### config.mk
export PLATFORM = sky130hd
export DESIGN_NAME = wire_seq_ctrl
export DESIGN_NICKNAME = d
export VERILOG_FILES = /design/src/rtl/wire_lab_pkg.sv /design/src/rtl/wire_seq_dwell.sv /design/src/rtl/wire_seq_ctrl.sv
export SDC_FILE = /design/constraint.sdc
export NUM_CORES = 1
export LEC_CHECK = 0
export BUFFER_PORTS_ARGS = -buffer_cell sky130_fd_sc_hd__buf_4
export CAP_MARGIN = 20
export CORE_MARGIN = 4
export CORE_UTILIZATION = 50
export CTS_CLUSTER_SIZE = 24
export DETAILED_ROUTE_END_ITERATION = 16
export GPL_ROUTABILITY_DRIVEN = 1
export PLACE_DENSITY = 0.74
export SYNTH_ARGS = -nofsm -noshare
export SYNTH_HDL_FRONTEND = slang
export SYNTH_SLANG_ARGS = --single-unit
### constraint.sdc
create_clock -name clk -period 4.5 [get_ports clk]
set_clock_uncertainty 0.05 [all_clocks]
set_input_delay 0.675 -clock clk [delete_from_list [all_inputs] [get_ports clk]]
set_output_delay 0.675 -clock clk [all_outputs]
set_load 0.01 [all_outputs]
### src/rtl/wire_lab_pkg.sv
// Shared types and constants for the wire lab stimulus sequencer.
// Holds the FSM encoding, the step-to-{W,X} table and the result helpers.
package wire_lab_pkg;

   typedef enum logic [1:0] {
      IDLE = 2'd0,
      RUN  = 2'd1,
      DONE = 2'd2
   } state_t;

   localparam int         NSTEPS  = 5;
   localparam logic [2:0] NO_FAIL = 3'd7;

   // Bits [2s+1:2s] hold {W,X} for step s: 00, 10, 11, 01, 00.
   localparam logic [9:0] WX_LUT = 10'b00_01_11_10_00;

   function automatic logic [1:0] wx_of_step(input logic [2:0] s);
      logic [9:0] lut;
      logic [1:0] wx;
      lut = WX_LUT;
      wx  = 2'b00;
      for (int i = 0; i < NSTEPS; i++) begin
         if (s == 3'(i)) wx = lut[2*i +: 2];
      end
      return wx;
   endfunction

   function automatic logic [2:0] first_fail(input logic [9:0] cap,
                                             input logic [9:0] exp);
      logic [2:0] r;
      r = NO_FAIL;
      // Scan downward so the lowest mismatching step wins.
      for (int i = NSTEPS - 1; i >= 0; i--) begin
         if (cap[2*i +: 2] != exp[2*i +: 2]) r = 3'(i);
      end
      return r;
   endfunction

endpackage

### src/rtl/wire_seq_dwell.sv
// Dwell counter: counts enabled cycles and flags the last cycle of a step.
// Wraps to zero on its terminal count; i_clr restarts it for a new run.
module wire_seq_dwell #(
   parameter int DWELL = 20,
   parameter int CW    = 8
) (
   input  logic          clk,
   input  logic          rst,
   input  logic          i_clr,
   input  logic          i_en,
   output logic          o_tc,
   output logic [CW-1:0] o_count
);

   generate
      if (DWELL < 1 || (DWELL - 1) >= (1 << CW)) begin : g_bad_dwell
         $error("wire_seq_dwell: DWELL=%0d does not fit in CW=%0d bits", DWELL, CW);
      end
   endgenerate

   localparam logic [CW-1:0] LAST = CW'(DWELL - 1);

   logic [CW-1:0] r_count;
   logic          w_tc;

   assign w_tc    = i_en && (r_count == LAST);
   assign o_tc    = w_tc;
   assign o_count = r_count;

   always_ff @(posedge clk) begin
      if (rst || i_clr) begin
         r_count <= '0;
      end else if (i_en) begin
         r_count <= w_tc ? '0 : r_count + 1'b1;
      end
   end

endmodule

### src/rtl/wire_seq_ctrl.sv
// Stimulus sequencer for the wire lab datapath: walks W/X through five steps,
// samples Y/Z at the end of each step and compares against an expected vector.
module wire_seq_ctrl
   import wire_lab_pkg::*;
#(
   parameter int DWELL = 20,
   parameter int CW    = 8
) (
   input  logic       clk,
   input  logic       rst,
   input  logic       start,
   input  logic       y_in,
   input  logic       z_in,
   input  logic [9:0] expected,
   output logic       w_out,
   output logic       x_out,
   output logic       busy,
   output logic       done,
   output logic [2:0] step,
   output logic [9:0] capture,
   output logic       mismatch,
   output logic [2:0] fail_step,
   output state_t     dbg_state
);

   // Handshake: start is a level request accepted only in IDLE; busy is high
   // for the whole run, done pulses once, and the results stay valid from the
   // done pulse until the next accepted start.

   state_t     r_state;
   state_t     w_state_nxt;
   logic [2:0] r_step;
   logic       r_w;
   logic       r_x;
   logic [9:0] r_capture;
   logic       r_mismatch;
   logic [2:0] r_fail_step;

   logic       w_accept;
   logic       w_run;
   logic       w_tc;
   logic       w_last;
   logic [9:0] w_cap_nxt;
   logic [CW-1:0] w_count;

   assign w_run    = (r_state == RUN);
   assign w_accept = (r_state == IDLE) && start;
   assign w_last   = w_tc && (r_step == 3'(NSTEPS - 1));

   wire_seq_dwell #(
      .DWELL (DWELL),
      .CW    (CW)
   ) u_dwell (
      .clk     (clk),
      .rst     (rst),
      .i_clr   (w_accept),
      .i_en    (w_run),
      .o_tc    (w_tc),
      .o_count (w_count)
   );

   always_ff @(posedge clk) begin
      if (rst) r_state <= IDLE;
      else     r_state <= w_state_nxt;
   end

   always_comb begin
      w_state_nxt = r_state;
      case (r_state)
         IDLE:    if (start)  w_state_nxt = RUN;
         RUN:     if (w_last) w_state_nxt = DONE;
         DONE:    w_state_nxt = IDLE;
         default: w_state_nxt = IDLE;
      endcase
   end

   // Capture vector with the current step's sample merged in, so the compare
   // on the final step sees all five samples in the same edge.
   always_comb begin
      w_cap_nxt = r_capture;
      for (int i = 0; i < NSTEPS; i++) begin
         if (r_step == 3'(i)) w_cap_nxt[2*i +: 2] = {y_in, z_in};
      end
   end

   always_ff @(posedge clk) begin
      if (rst) begin
         r_step      <= 3'd0;
         r_w         <= 1'b0;
         r_x         <= 1'b0;
         r_capture   <= 10'd0;
         r_mismatch  <= 1'b0;
         r_fail_step <= NO_FAIL;
      end else begin
         case (r_state)
            IDLE: begin
               if (start) begin
                  r_step         <= 3'd0;
                  {r_w, r_x}     <= wx_of_step(3'd0);
                  r_capture      <= 10'd0;
                  r_mismatch     <= 1'b0;
                  r_fail_step    <= NO_FAIL;
               end
            end
            RUN: begin
               if (w_tc) begin
                  r_capture <= w_cap_nxt;
                  if (w_last) begin
                     r_step      <= 3'd0;
                     {r_w, r_x}  <= 2'b00;
                     r_mismatch  <= (w_cap_nxt != expected);
                     r_fail_step <= first_fail(w_cap_nxt, expected);
                  end else begin
                     r_step     <= r_step + 3'd1;
                     {r_w, r_x} <= wx_of_step(r_step + 3'd1);
                  end
               end
            end
            default: ;
         endcase
      end
   end

   assign w_out     = r_w;
   assign x_out     = r_x;
   assign busy      = w_run;
   assign done      = (r_state == DONE);
   assign step      = r_step;
   assign capture   = r_capture;
   assign mismatch  = r_mismatch;
   assign fail_step = r_fail_step;
   assign dbg_state = r_state;

endmodule
# Word-level counts from Yosys, hierarchy flattened
# Cells that the tools add are included.
[word_totals] ff_bits=29 out_inout_bits=23 wordCells=79 input_bits=15
[op_classes] n_reduce_logical=10 add_sub_neg=2 n_eq_ne=20 n_mux=39
[op_table] op="3-bit two-way mux" count=10
[op_table] op="2-bit two-way mux" count=12
[op_table] op="10-bit two-way mux" count=2
[op_table] op="10-bit one-hot mux with 2 select lines" count=1
[op_table] op="3-bit by 2-bit == test with 1-bit output (second input constant)" count=4
[op_table] op="3-bit one-hot mux with 2 select lines" count=2
[op_table] op="10-bit inequality test" count=1
[op_table] op="2-bit inequality test" count=5
[op_table] op="8-bit by 1-bit adder with 8-bit output (second input constant)" count=1
[op_table] op="8-bit by 5-bit == test with 1-bit output (second input constant)" count=1
[op_table] op="8-bit two-way mux" count=1
[op_table] op="1-bit two-way mux" count=7
[op_table] op="3-bit by 1-bit == test with 1-bit output (second input constant)" count=2
[op_table] op="3-bit == test (second input constant)" count=2
[op_table] op="2-bit inequality test (second input constant)" count=3
[op_table] op="1-bit one-hot mux with 2 select lines" count=3
[op_table] op="2-bit one-hot mux with 2 select lines" count=1
[op_table] op="4-bit AND reduction" count=1
[op_table] op="3-bit by 1-bit adder with 3-bit output (second input constant)" count=1
[op_table] op="1-bit logical AND" count=3
[op_table] op="3-bit zero test" count=1
[op_table] op="3-bit AND reduction" count=1
[op_table] op="2-bit by 1-bit == test with 1-bit output (second input constant)" count=1
[op_table] op="2-bit == test (second input constant)" count=1
[op_table] op="other kinds (4)" count=4

# Depth between registers and ports, before layout
[logic_depth] depth_word=11 mapped_depth=9 ltp_nobuf=8

# Hierarchy
# From an unflattened synthesis, not the netlist that was laid out.
[hier_totals] cells_unflattened=177 area_unflattened_um2=1567.8
[by_module_without_submodules] module="wire_seq_ctrl" n_inst=1 area_per_inst_um2=1156.1 seq_area_each_um2=420.4 cells_per_inst=134
[by_module_without_submodules] module="wire_seq_dwell" n_inst=1 area_per_inst_um2=411.6 seq_area_each_um2=160.2 cells_per_inst=43

# Worst setup path before layout
# No wires, ideal clock.
[synth_path] kind="reg-to-reg" start="register r_step[0] (netlist: step[0])" end="register r_mismatch (netlist: mismatch)" t_arrival_ns=2.092 synth_period_minus_slack_ns=2.267 t_required_ns=4.325 n_path_buf=1 setup_slack_ns=2.233 setup_time_ns=0.125 stages_incl_launch_ff=9 cell_sequence="dfxtp_1 ha_1 ha_1 clkbuf_1 mux2i_1 xnor2_1 or4b_1 o31ai_1 o21ai_1"
[synth_via] elab_chain_cells=6 elab_cells_between_ends=17 classes_between="eq/ne: 6; mux: 8; reduce/logical: 3"
[synth_lines] element="start: declaration" line_no="wire_seq_ctrl.sv:32" source="logic [2:0] r_step;"
[synth_lines] element="start signal: assignment" line_no="wire_seq_ctrl.sv:114" source="r_step <= r_step + 3'd1;"
[synth_lines] element="3-bit by 1-bit == test with 1-bit output, or another cell as far along" line_no="wire_seq_ctrl.sv:82" source="if (r_step == 3'(i)) w_cap_nxt[2*i +: 2] = {y_in, z_in};"
[synth_lines] element="2-bit two-way mux" line_no="wire_seq_ctrl.sv:82"
[synth_lines] element="10-bit inequality test" line_no="wire_seq_ctrl.sv:111" source="r_mismatch <= (w_cap_nxt != expected);"
[synth_lines] element="1-bit two-way mux" line_no="wire_seq_ctrl.sv:108" source="if (w_last) begin"
[synth_lines] element="1-bit two-way mux" line_no="wire_seq_ctrl.sv:106" source="if (w_tc) begin"
[synth_lines] element="1-bit one-hot mux with 2 select lines" line_no="wire_seq_ctrl.sv:95" source="case (r_state)"
[synth_lines] element="end signal: assignment" line_no="wire_seq_ctrl.sv:111"
[synth_lines] element="end: declaration" line_no="wire_seq_ctrl.sv:36" source="logic r_mismatch;"
# Parallel ways exist; a longest one is shown, timed or not. The select of a mux whose other input is x is not followed.
# A chain may end at the register's enable or synchronous reset.

# Worst setup path in the final report
[layout_path] start="register r_state[1] (netlist: dbg_state[1])" end="output busy"
[layout_via] elab_chain_cells=1
[layout_lines] element="start: declaration" line_no="wire_seq_ctrl.sv:30" source="state_t r_state;"
[layout_lines] element="start signal: assignment" line_no="wire_seq_ctrl.sv:64" source="else r_state <= w_state_nxt;"
[layout_lines] element="2-bit by 1-bit == test with 1-bit output" line_no="wire_seq_ctrl.sv:46" source="assign w_run = (r_state == RUN);"
[layout_lines] element="end: declaration" line_no="wire_seq_ctrl.sv:17" source="output logic busy,"
# No other way between the ends.

==> impl_metrics.py <==
metrics = {
    "outcome": {
        "status": "complete, no violations",
    },
    "worst_setup_path": {
        "crit_buf_inv": 2,
        "reg2reg_slack_ns": 2.22,
        "crit_arrival_ns": 1.60,
        "cp_max_fo": 12,
        "cp_slowest_cell": "dfxtp_1",
        "rr_worst_depth": 7,
        "crit_chain": "nand2b_1 > inv_1 > buf_4",
        "crit_path_max_incr_delay_ns": 0.41,
        "end_kind": "primary output",
        "crit_family": "buffers and inverters",
        "reg2reg_to": "mismatch",
        "start_kind": "register",
        "r2r-start": "step[0]",
        "criticalPathCategory": "reg2out",
        "crit_required_ns": 3.77,
    },
    "placed_design": {
        "dp_hpwl_um": 2840,
        "io_buffers": 37,
        "postPlaceCellArea_sq_um": 1870,
        "gp_congestion": 0.787,
        "place_inst": 257,
        "pre_cts_ws_ns": 2.24,
    },
    "synth": {
        "yosys.area.top_type": "dfxtp_1",
        "synth-edff-count": 0,
        "synthDistinctLibCells": 37,
        "ys_ff_latch": 29,
        "syn_avg_cell_area_sq_um": 8.51,
        "synth_cells": 184,
        "synth_warnings": 0,
        "synthFlopType": "dfxtp_1",
        "yosysSeqAreaShare_pct": 37.1,
        "synth_nets": 205,
        "synthTopCellsByArea": "dfxtp_1 37%, xor2_1 7.3%, mux2i_1 7.0%",
        "synth_top_area_share_pct": 37.1,
        "syn_area_sq_um": 1570,
        "synthArstFlopShare_pct": 0,
    },
    "grt": {
        "grt_max_degree": 22,
        "antenna_found_initial": 0,
        "grt_pass1_vias": 1359,
        "globalRouteOverflowTotal": 0,
        "grt_first_pass_wirelength_um": 6290,
        "track_usage_pct": 19.5,
    },
    "cts": {
        "clockBufferDepth": 2,
        "ctsHoldBuffers": 0,
        "path_clk_slew_ns": 0.08,
        "numCtsBuffers": 5,
        "cts_root_buf": "clkbuf_4",
        "clk_latency_ns": 0.33,
        "htree_num_levels": 2,
        "cts_tree": "built",
        "post_cts_buffers": 0,
        "cts.sink_count": 29,
        "cts_resized": 0,
    },
    "hold_path": {
        "hold_end": "x_out",
        "holdPathStages": 2,
        "min_from": "x_out",
        "hp-class": "reg2reg",
    },
    "timing": {
        "final-setup-viol-count": 0,
        "worst_pin_slew_ns": 0.544,
        "period_share_pct": 51.7,
        "setup_slack_ns": 2.17,
        "rsz0062_at_grt": "no",
        "min_period_ns": 2.33,
        "max_slew_margin_pct": 63.4,
        "drv_slew": 0,
        "fin_setup_tns_ns": 0,
        "fmax_mhz": 430,
        "hold_viol": 0,
    },
    "drt": {
        "vias_per_cell": 5.43,
        "post_drt_wl_per_cell_um": 14.1,
        "drcViolationCount": 0,
        "detail-route-antenna-nets": 0,
        "drt_pass1_iterations": 4,
        "via_count": 1433,
        "drt-total-wl_um": 3720,
        "drt_iter0_drc": 72,
    },
    "cells_and_area": {
        "finalNonFillerCells": 264,
        "area_delta_synth_final_pct": 22.9,
        "stdcell_area_sq_um": 1920,
        "n_antenna_cell": 0,
        "drive_gt1_share_pct": 20.5,
        "nets": 241,
    },
    "floorplanning": {
        "num_rows": 20,
        "die_x_um": 64.0,
        "dieArea_sq_um": 4090,
        "start_util_pct": 51.7,
        "core_region_area_sq_um": 3030,
        "io_pins": 38,
        "die-height_um": 64.0,
    },
    "job": {
        "cap_violations": 0,
    },
    "pwr": {
        "p_per_area_nw_per_um2": 244,
        "vdd_drop_max_mv": 0.133,
        "power_mw": 0.468,
        "p_leak_nw": 0.783,
    },
}
[cell usage after synthesis, types with 2 or more instances]
cell type,n
nand4_1,3
nand3_1,10
o21ai_0,2
nor2b_1,2
nor3_1,3
nor2_1,25
inv_1,11
a32oi_1,2
nand2_1,13
o21ai_1,2
nand2b_1,5
clkbuf_1,8
a21oi_1,7
a21boi_0,2
o32ai_1,6
dfxtp_1,29
a32o_1,2
mux2i_1,11
ha_1,6
xnor2_1,3
nor4_1,3
xor2_1,13
and3_1,2
[tightest hold or removal path, stage by stage (launching register included)]
cell     delay, ns
dfxtp_1       0.32
nand3_1       0.06
nand2_1       0.05
[metal layers]
layer | vias up | share of wire, % | GRT usage, %
li1 | 720 | - | -
met1 | 662 | 48 | 26.8
met2 | 47 | 45 | 29.3
met3 | 4 | 6.4 | 6.33
met4 | 0 | 0.73 | 4.85
met5 | - | 0 | 0
[through the flow]
step	hold slack [ns]	util, %
final	0.416	63.5
after global routing	0.442	63.5
after CTS	0.424	63.5
after detailed placement	0.410	61.7
after global placement	0.395	61.7
after floorplan	0.428	-
[how the worst max path moves through the flow]
| stage | start | endpoint | slack (ns) | cells after the start |
|---|---|---|---|---|
| after floorplan | step[0] | mismatch | 2.23 | 8 |
| after global placement | step[0] | mismatch | 2.29 | 7 |
| after detailed placement | step[0] | mismatch | 2.24 | 7 |
| after CTS | dbg_state[1] | busy | 2.20 | 3 |
| after global routing | u_dwell.o_count[0] | capture[2] | 2.04 | 7 |
| final | dbg_state[1] | busy | 2.17 | 3 |
[sequential cells by signal, summed over array words and instances (netlist names)]
| register | count |
|---|---|
| dbg_state | 2 |
| u_dwell.o_count | 8 |
| step | 3 |
| x_out | 1 |
| w_out | 1 |
| capture | 10 |
| fail_step | 3 |
| mismatch | 1 |
[layout by cell type, fill, tap and decap left out, drive strengths merged, types with 2 or more instances in the layout]
cell type and n:
buf 37, dfxtp 29, nor2 25, nand2 13, xor2 13, inv 11, mux2i 11, nand3 10
a21oi 7, clkbuf 7, o32ai 6, ha 6, nand2b 6, o21ai 4, nor4 3, xnor2 3
nand4 3, nor3 3, nor2b 2, and3 2, a32oi 2, a21boi 2, a32o 2
[where the power goes]
group / switching (mW) / internal (mW) / leakage (nW) / total [mW]
Combinational: 0.0273 / 0.0207 / 0.517 / 0.0480
Clock: 0.0855 / 0.0736 / 0.0314 / 0.159
Sequential: 0.00264 / 0.259 / 0.234 / 0.261
[kinds of logic (layout without fill, tap and decap cells)]
group	count (synthesis)	count (layout)	share of synthesized area (%)
flops	29	29	37.1
compound gates	32	32	15.3
simple gates	71	71	22.3
mux	11	11	7.03
xor+xnor	16	16	8.95
fa+ha+maj	6	6	4.80
buf+inv	19	55	4.56
[final cells by class]
type,instances,area [sq um]
Clock buffer,7,55.1
Fill cell,270,1100
Inverter,11,41.3
Multi-Input combinational cell,136,913
Sequential cell,29,581
Tap cell,44,55.1
Timing Repair Buffer,37,278
(Power assumes the default switching activity.)
